--- src/rtl/muldiv_hilo_unit.sv ---
// muldiv_hilo_unit: iterative radix-2 multiply/divide engine with its own HI/LO pair.
// MULT/DIV/MADD/MSUB/MUL iterate one bit per cycle (shift-add / restoring divide);
// MTHI/MTLO write HI/LO directly from IDLE. Results commit to HI/LO from DONE
// unless the memory stage is stalled.
// Optional build macro MULDIV_EARLY_OUT_EN: trivial multiplies (zero operand) and
// divides with |dividend| < |divisor| skip the iteration and finish in one cycle.
module muldiv_hilo_unit #(
   parameter int WIDTH = 32,
   parameter int CNT_W = $clog2(WIDTH) + 1
) (
   input  logic             clk,
   input  logic             rst,
   input  logic             flush_i,
   input  logic             stallM_i,
   input  logic             start_i,
   input  logic [2:0]       op_i,
   input  logic             signed_i,
   input  logic [WIDTH-1:0] src_a_i,
   input  logic [WIDTH-1:0] src_b_i,
   output logic             stall_o,
   output logic             ready_o,
   output logic [WIDTH-1:0] result_o,
   output logic [WIDTH-1:0] hi_o,
   output logic [WIDTH-1:0] lo_o
);

   localparam logic [2:0] OP_MULT = 3'd0;
   localparam logic [2:0] OP_DIV  = 3'd1;
   localparam logic [2:0] OP_MTHI = 3'd2;
   localparam logic [2:0] OP_MTLO = 3'd3;
   localparam logic [2:0] OP_MADD = 3'd4;
   localparam logic [2:0] OP_MSUB = 3'd5;
   localparam logic [2:0] OP_MUL  = 3'd6;

   typedef enum logic [1:0] {S_IDLE, S_BUSY, S_DONE} state_t;

   // Everything about the in-flight op that the final sign fix-up needs.
   typedef struct packed {
      logic [2:0] op;
      logic       neg;       // product / quotient sign differs
      logic       rem_neg;   // dividend was negative
      logic       div_zero;  // divisor was zero
   } op_ctx_t;

   state_t             state;
   op_ctx_t            ctx;
   logic [CNT_W-1:0]   cnt;
   logic [WIDTH-1:0]   acc_hi;   // multiply: running high product; divide: partial remainder
   logic [WIDTH-1:0]   acc_lo;   // multiply: multiplier / low product; divide: dividend / quotient
   logic [WIDTH-1:0]   b_mag;    // latched |multiplier| or |divisor|
   logic [WIDTH-1:0]   hi_q, lo_q;

   logic               sign_a, sign_b, is_iter, is_div_in, early;
   logic [WIDTH-1:0]   a_mag, b_mag_in;
   logic [WIDTH:0]     mul_sum, div_shift;
   logic [WIDTH-1:0]   div_diff;
   logic               div_ok;
   logic [2*WIDTH-1:0] prod_mag, prod;
   logic [WIDTH-1:0]   quot, rem;
   logic               commit, mt_wr;

   // Start-cycle operand decode, one iteration step, and final sign fix-up.
   always_comb begin
      sign_a    = signed_i & src_a_i[WIDTH-1];
      sign_b    = signed_i & src_b_i[WIDTH-1];
      a_mag     = sign_a ? -src_a_i : src_a_i;
      b_mag_in  = sign_b ? -src_b_i : src_b_i;
      is_div_in = (op_i == OP_DIV);
      is_iter   = (op_i == OP_MULT) | (op_i == OP_DIV) | (op_i == OP_MADD) |
                  (op_i == OP_MSUB) | (op_i == OP_MUL);

      mul_sum   = {1'b0, acc_hi} + {1'b0, (acc_lo[0] ? b_mag : '0)};
      div_shift = {acc_hi, acc_lo[WIDTH-1]};
      div_ok    = (div_shift >= {1'b0, b_mag});
      // When div_ok the true difference is below the divisor, so the low bits are exact.
      div_diff  = div_shift[WIDTH-1:0] - b_mag;

      prod_mag  = {acc_hi, acc_lo};
      prod      = ctx.neg ? -prod_mag : prod_mag;
      quot      = ctx.div_zero ? '1 : (ctx.neg ? -acc_lo : acc_lo);
      rem       = ctx.rem_neg ? -acc_hi : acc_hi;
   end

`ifdef MULDIV_EARLY_OUT_EN
   assign early = is_div_in ? (a_mag < b_mag_in) : ((src_a_i == '0) | (src_b_i == '0));
`else
   assign early = 1'b0;
`endif

   assign commit   = (state == S_DONE) & ~flush_i & ~stallM_i;
   assign mt_wr    = (state == S_IDLE) & start_i & ~flush_i & ~stallM_i;
   assign stall_o  = rst & (((state == S_IDLE) & start_i & is_iter) | (state == S_BUSY));
   assign ready_o  = (state == S_DONE);
   assign result_o = ((state == S_DONE) && (ctx.op == OP_MUL)) ? prod[WIDTH-1:0] : '0;
   assign hi_o     = hi_q;
   assign lo_o     = lo_q;

   // Control FSM and iteration datapath; flush wins over everything.
   always_ff @(posedge clk or negedge rst) begin
      if (!rst) begin
         state  <= S_IDLE;
         ctx    <= '0;
         cnt    <= '0;
         acc_hi <= '0;
         acc_lo <= '0;
         b_mag  <= '0;
      end else begin
         case (state)
            S_IDLE: begin
               if (!flush_i && start_i && is_iter) begin
                  ctx.op       <= op_i;
                  ctx.neg      <= sign_a ^ sign_b;
                  ctx.rem_neg  <= sign_a;
                  ctx.div_zero <= is_div_in & (src_b_i == '0);
                  b_mag        <= b_mag_in;
                  cnt          <= '0;
                  // Early-out preloads the finished state: product 0, or quotient 0 / remainder = dividend.
                  acc_hi       <= (early && is_div_in) ? a_mag : '0;
                  acc_lo       <= early ? '0 : a_mag;
                  state        <= early ? S_DONE : S_BUSY;
               end
            end
            S_BUSY: begin
               if (flush_i) begin
                  state <= S_IDLE;
               end else begin
                  if (ctx.op == OP_DIV) begin
                     acc_hi <= div_ok ? div_diff : div_shift[WIDTH-1:0];
                     acc_lo <= {acc_lo[WIDTH-2:0], div_ok};
                  end else begin
                     acc_hi <= mul_sum[WIDTH:1];
                     acc_lo <= {mul_sum[0], acc_lo[WIDTH-1:1]};
                  end
                  cnt <= cnt + CNT_W'(1);
                  if (cnt == CNT_W'(WIDTH - 1)) state <= S_DONE;
               end
            end
            S_DONE: begin
               if (flush_i || !stallM_i) state <= S_IDLE;
            end
            default: state <= S_IDLE;
         endcase
      end
   end

   // HI/LO architectural registers: iterative commit from DONE, direct moves from IDLE.
   always_ff @(posedge clk or negedge rst) begin
      if (!rst) begin
         hi_q <= '0;
         lo_q <= '0;
      end else if (commit) begin
         case (ctx.op)
            OP_MULT: {hi_q, lo_q} <= prod;
            OP_MADD: {hi_q, lo_q} <= {hi_q, lo_q} + prod;
            OP_MSUB: {hi_q, lo_q} <= {hi_q, lo_q} - prod;
            OP_DIV: begin
               hi_q <= rem;
               lo_q <= quot;
            end
            default: ;
         endcase
      end else if (mt_wr) begin
         if (op_i == OP_MTHI) hi_q <= src_a_i;
         if (op_i == OP_MTLO) lo_q <= src_a_i;
      end
   end

endmodule

--- config.mk ---
export PLATFORM = sky130hd
export DESIGN_NAME = muldiv_hilo_unit
export DESIGN_NICKNAME = d
export VERILOG_FILES = /design/src/rtl/muldiv_hilo_unit.sv
export SDC_FILE = /design/constraint.sdc
export NUM_CORES = 1
export LEC_CHECK = 0
export BUFFER_PORTS_ARGS = -buffer_cell sky130_fd_sc_hd__buf_2
export CAP_MARGIN = 10
export CORE_MARGIN = 3
export CORE_UTILIZATION = 50
export DETAILED_ROUTE_END_ITERATION = 8
export PLACE_DENSITY = 0.68
export SLEW_MARGIN = 20
export SYNTH_ARGS = -nofsm -noshare
export SYNTH_HDL_FRONTEND = slang
export SYNTH_SLANG_ARGS = --single-unit
--- constraint.sdc ---
create_clock -name clk -period 8.9 [get_ports clk]
set_input_delay 0 -clock clk [delete_from_list [all_inputs] [get_ports clk]]
set_output_delay 0 -clock clk [all_outputs]
set_load 0.01 [all_outputs]
==> results_dict.tcl <==
set metrics [dict create \
    critPathMaxFanout 15 \
    irDropWorstVdd_mv 0.207 \
    crit_path_end_kind "flip-flop" \
    fin_cells 4257 \
    grt_pass1_wl_mm 163 \
    synthMuxAreaShare_pct 0.821 \
    hpwl_mm 82.2 \
    arrival_ns 8.35 \
    outcome "completed" \
    cellLeakagePower_nw 12.1 \
    drt_first_pass_iters 6 \
    avgSynthCellArea_sq_um 6.98 \
    io_buffers 170 \
    pin_count 171 \
    final-setup-viol-count 0 \
    via_per_inst 6.67 \
    synth_nets 3775 \
    ys_seq_area_share_pct 17.8 \
    setup.worst_path.start_class "flip-flop" \
    cts_sinks 174 \
    final_cell_mix "nand2_1, o21ai_0, a21oi_1, nor2_1, inv_1" \
    synth_compound_area_share_pct 33.9 \
    rsz0062_at_grt "no" \
    track_usage_pct 41.2 \
    fin_crit_ns 7.95 \
    core_sq_um 48100 \
    synth_edf_count 0 \
    fill_cells 4618 \
    p_per_area_nw_per_um2 401 \
    initial_core_util_pct 50.9 \
    synth_simple_gate_area_share_pct 22.6 \
    clk_latency_ns 0.51 \
    cp-startpoint "acc_lo[1]" \
    worstMarginPinSlew_ns 1.14 \
    p_int_w 0.00436 \
    area_growth_pct 10.4 \
    synth_cells 3512 \
    ys_seq_elements 174 \
    p_sw_share_pct 59.9 \
    final-hold-violation-count 0 \
    fmax_mhz 126 \
    post-route-drc-count 0 \
    cap_violations 0 \
    vias 28411 \
    yosys.area_share.adder_pct 9.81 \
    postRouteAntennaNets 0 \
    switchingPower_w 0.00651 \
    cts.root.buffer_cell "clkbuf_16" \
    finalNetCount 3849 \
    p_clk_share_pct 7.6 \
    combPwrFrac_pct 77.4 \
    synth-async-reset-ratio_pct 100 \
    syn_area_sq_um 24500 \
    ys_types 114 \
    crit_type "flip-flop to flip-flop" \
    synth_xor_area_share_pct 8.31 \
    final_max_slew_viol_count 0 \
    rr_startpoint "acc_lo[1]" \
    r2r_cells 23 \
    numCtsBuffers 17 \
    synth_top_family_by_area "compound AO/OA/AOI/OAI gates" \
    drtIter0Drc 3724 \
    cts_tree "built" \
    timing.rr.end "hi_o[28]" \
    slew_headroom_pct 23.2 \
    critPathRequiredTime_ns 9.30 \
    ctsHtreeMaxLevel 4 \
    yosys_warnings 0 \
    grt_pass1_vias 26350 \
    clk_path_buf_depth 2 \
    rows 80 \
    cts_setup_buffers 0 \
    grt_start_max_net_pins 71 \
    fp.dieArea_sq_um 51800 \
    skew_ns 0.0189 \
    dieHeight_microns 227 \
    synth_ff_type "dfrtp_1" \
    die_w_microns 227 \
    final-seq-area_sq_um 4360 \
    hold-worst-slack_ns 0.0455 \
    crit_path_end "hi_o[28]" \
    routedWlPerCell_microns 25.5 \
    multi_input_area_sq_um 18600 \
    regToRegSetupSlack_ns 0.95 \
    timing.final.crit_share_pct 89.3 \
    place_inst 4148 \
    drive_above_1_share_pct 9.50 \
    p_seq_share_pct 15.0 \
    antenna_found_initial 5 \
    layout_commonest_cell "nand2_1" \
    gp_congestion 1.01 \
    grt-ovfl-total 0 \
    clk_pin_slew_ns 0.08 \
    wl_mm 108 \
    setup-tns-final_ns 0 \
    min_path_type "input port to flip-flop" \
]
-- per-stage QoR --
step                utilization (%)  instance area (sq um)  setup slack (ns)  power, W
global placement               53.5                  25700              1.42   0.00957
detailed placement             53.5                  25700              1.22   0.00965
CTS                            56.2                  27100              1.17    0.0105
finish                         56.3                  27100             0.948    0.0109
floorplan                         -                  24500              2.69   0.00720
global route                   56.3                  27100             0.592    0.0116
-- worst min path at each step --
stage | start | endpoint | slack [ns] | cells after the start
6_report | src_a_i[15] | lo_o[15] | 0.05 | 3
5_1_grt | src_a_i[29] | hi_o[29] | 0.03 | 3
4_1_cts | src_a_i[29] | hi_o[29] | 0.0009 | 3
3_5_place_dp | rst | hi_o[21] | 0.05 | 1
3_3_place_gp | rst | hi_o[21] | 0.04 | 1
2_1_floorplan | rst | acc_hi[0] | -0.30 | 0
-- flip-flops by register name, summed over array words and instances (netlist names) --
name	count
b_mag	32
hi_o	32
acc_lo	32
ctx	6
lo_o	32
acc_hi	32
state	2
cnt	6
-- worst max-delay path, stage by stage, from the launching register on --
cell and delay (ns):
dfrtp_1 0.48, inv_1 0.13, ha_1 0.19, nor3b_2 0.31
nand4_1 0.58, or2_2 0.57, or3_1 0.58, o21ai_0 0.29
xor2_1 0.37, inv_1 0.12, ha_1 0.47, and4_1 0.27
o21ai_0 0.13, a21oi_1 0.10, a2111oi_0 0.62, o21ai_0 0.15
a21oi_1 0.16, o21ai_0 0.21, a221o_1 0.45, a311oi_1 0.85
o21ai_0 0.25, a21oi_1 0.22, xnor2_1 0.08, o311ai_1 0.24
-- layout make-up --
class,count,share of cell area [%]
inverter,194,2.69
sequential,174,16.1
multi-input combinational,2904,68.7
clock inverter,10,0.453
timing repair buffer,295,7.33
clock buffer,22,1.71
antenna,2,0.0185
tap,656,3.03
-- cell families (layout without fill, tap and decap cells) --
family,after synthesis,count (layout)
other,0,2
and+or+nand+nor,1184,1184
buffers and inverters,434,521
AOI/OAI and AO/OA,1279,1279
adders and majority gates,190,190
xor gates and xnor gates,232,232
DFF,174,174
muxes,19,19
-- metal layers --
layer	share of wire, %	GRT usage [%]	up-vias
li1	-	-	12894
met2	41	59.4	1700
met5	0.035	0	-
met1	43	58.4	13542
met4	4.6	16.4	6
met3	12	11.1	269
-- power by group through the flow --
stage	combinational (W)	clock, W	sequential [W]
detailed placement	0.00804	0	0.00162
finish	0.00842	0.000827	0.00163
CTS	0.00811	0.000830	0.00160
global route	0.00911	0.000852	0.00167
global placement	0.00797	0	0.00160
floorplan	0.00588	0	0.00132
-- Yosys cell counts (10+ instances only) --
| cell | count | share of area [%] |
|---|---|---|
| a2111oi_0 | 14 | 0.50 |
| a211o_1 | 10 | 0.36 |
| a211oi_1 | 41 | 1.3 |
| a21o_1 | 70 | 2.1 |
| a21oi_1 | 332 | 6.8 |
| a221o_1 | 18 | 0.73 |
| a221oi_1 | 20 | 0.71 |
| a22o_1 | 11 | 0.39 |
| a22oi_1 | 34 | 1.0 |
| a31oi_1 | 35 | 0.89 |
| and2_1 | 12 | 0.31 |
| and3_1 | 32 | 0.82 |
| and4_1 | 12 | 0.43 |
| buf_1 | 18 | 0.28 |
| clkbuf_1 | 210 | 3.2 |
| dfrtp_1 | 174 | 18 |
| ha_1 | 186 | 9.5 |
| inv_1 | 191 | 2.9 |
| mux2i_1 | 13 | 0.53 |
| nand2_1 | 397 | 6.1 |
| nand2b_1 | 39 | 0.99 |
| nand3_1 | 95 | 1.9 |
| nand4_1 | 28 | 0.71 |
| nor2_1 | 328 | 5.0 |
| nor2b_1 | 24 | 0.61 |
| nor3_1 | 61 | 1.2 |
| nor4_1 | 51 | 1.3 |
| o2111ai_1 | 10 | 0.36 |
| o211ai_1 | 44 | 1.3 |
| o21a_1 | 20 | 0.61 |
| o21ai_0 | 347 | 7.1 |
| o21ai_1 | 10 | 0.20 |
| o21bai_1 | 55 | 1.7 |
| o221ai_1 | 23 | 0.82 |
| o22ai_1 | 26 | 0.66 |
| o31ai_1 | 36 | 1.1 |
| o41ai_1 | 13 | 0.46 |
| or2_2 | 17 | 0.43 |
| or3_1 | 38 | 0.97 |
| or4_1 | 12 | 0.37 |
| xnor2_1 | 115 | 4.1 |
| xor2_1 | 116 | 4.1 |
-- repair_timing --
| action | CTS | global route |
|---|---|---|
| hold endpoints to repair | 135 | 0 |
| gates resized for setup | 0 | 0 |
| hold buffers | 75 | 0 |
| endpoints found under the setup margin | 0 | 0 |
Note: power is estimated with default switching activity, not from simulation.
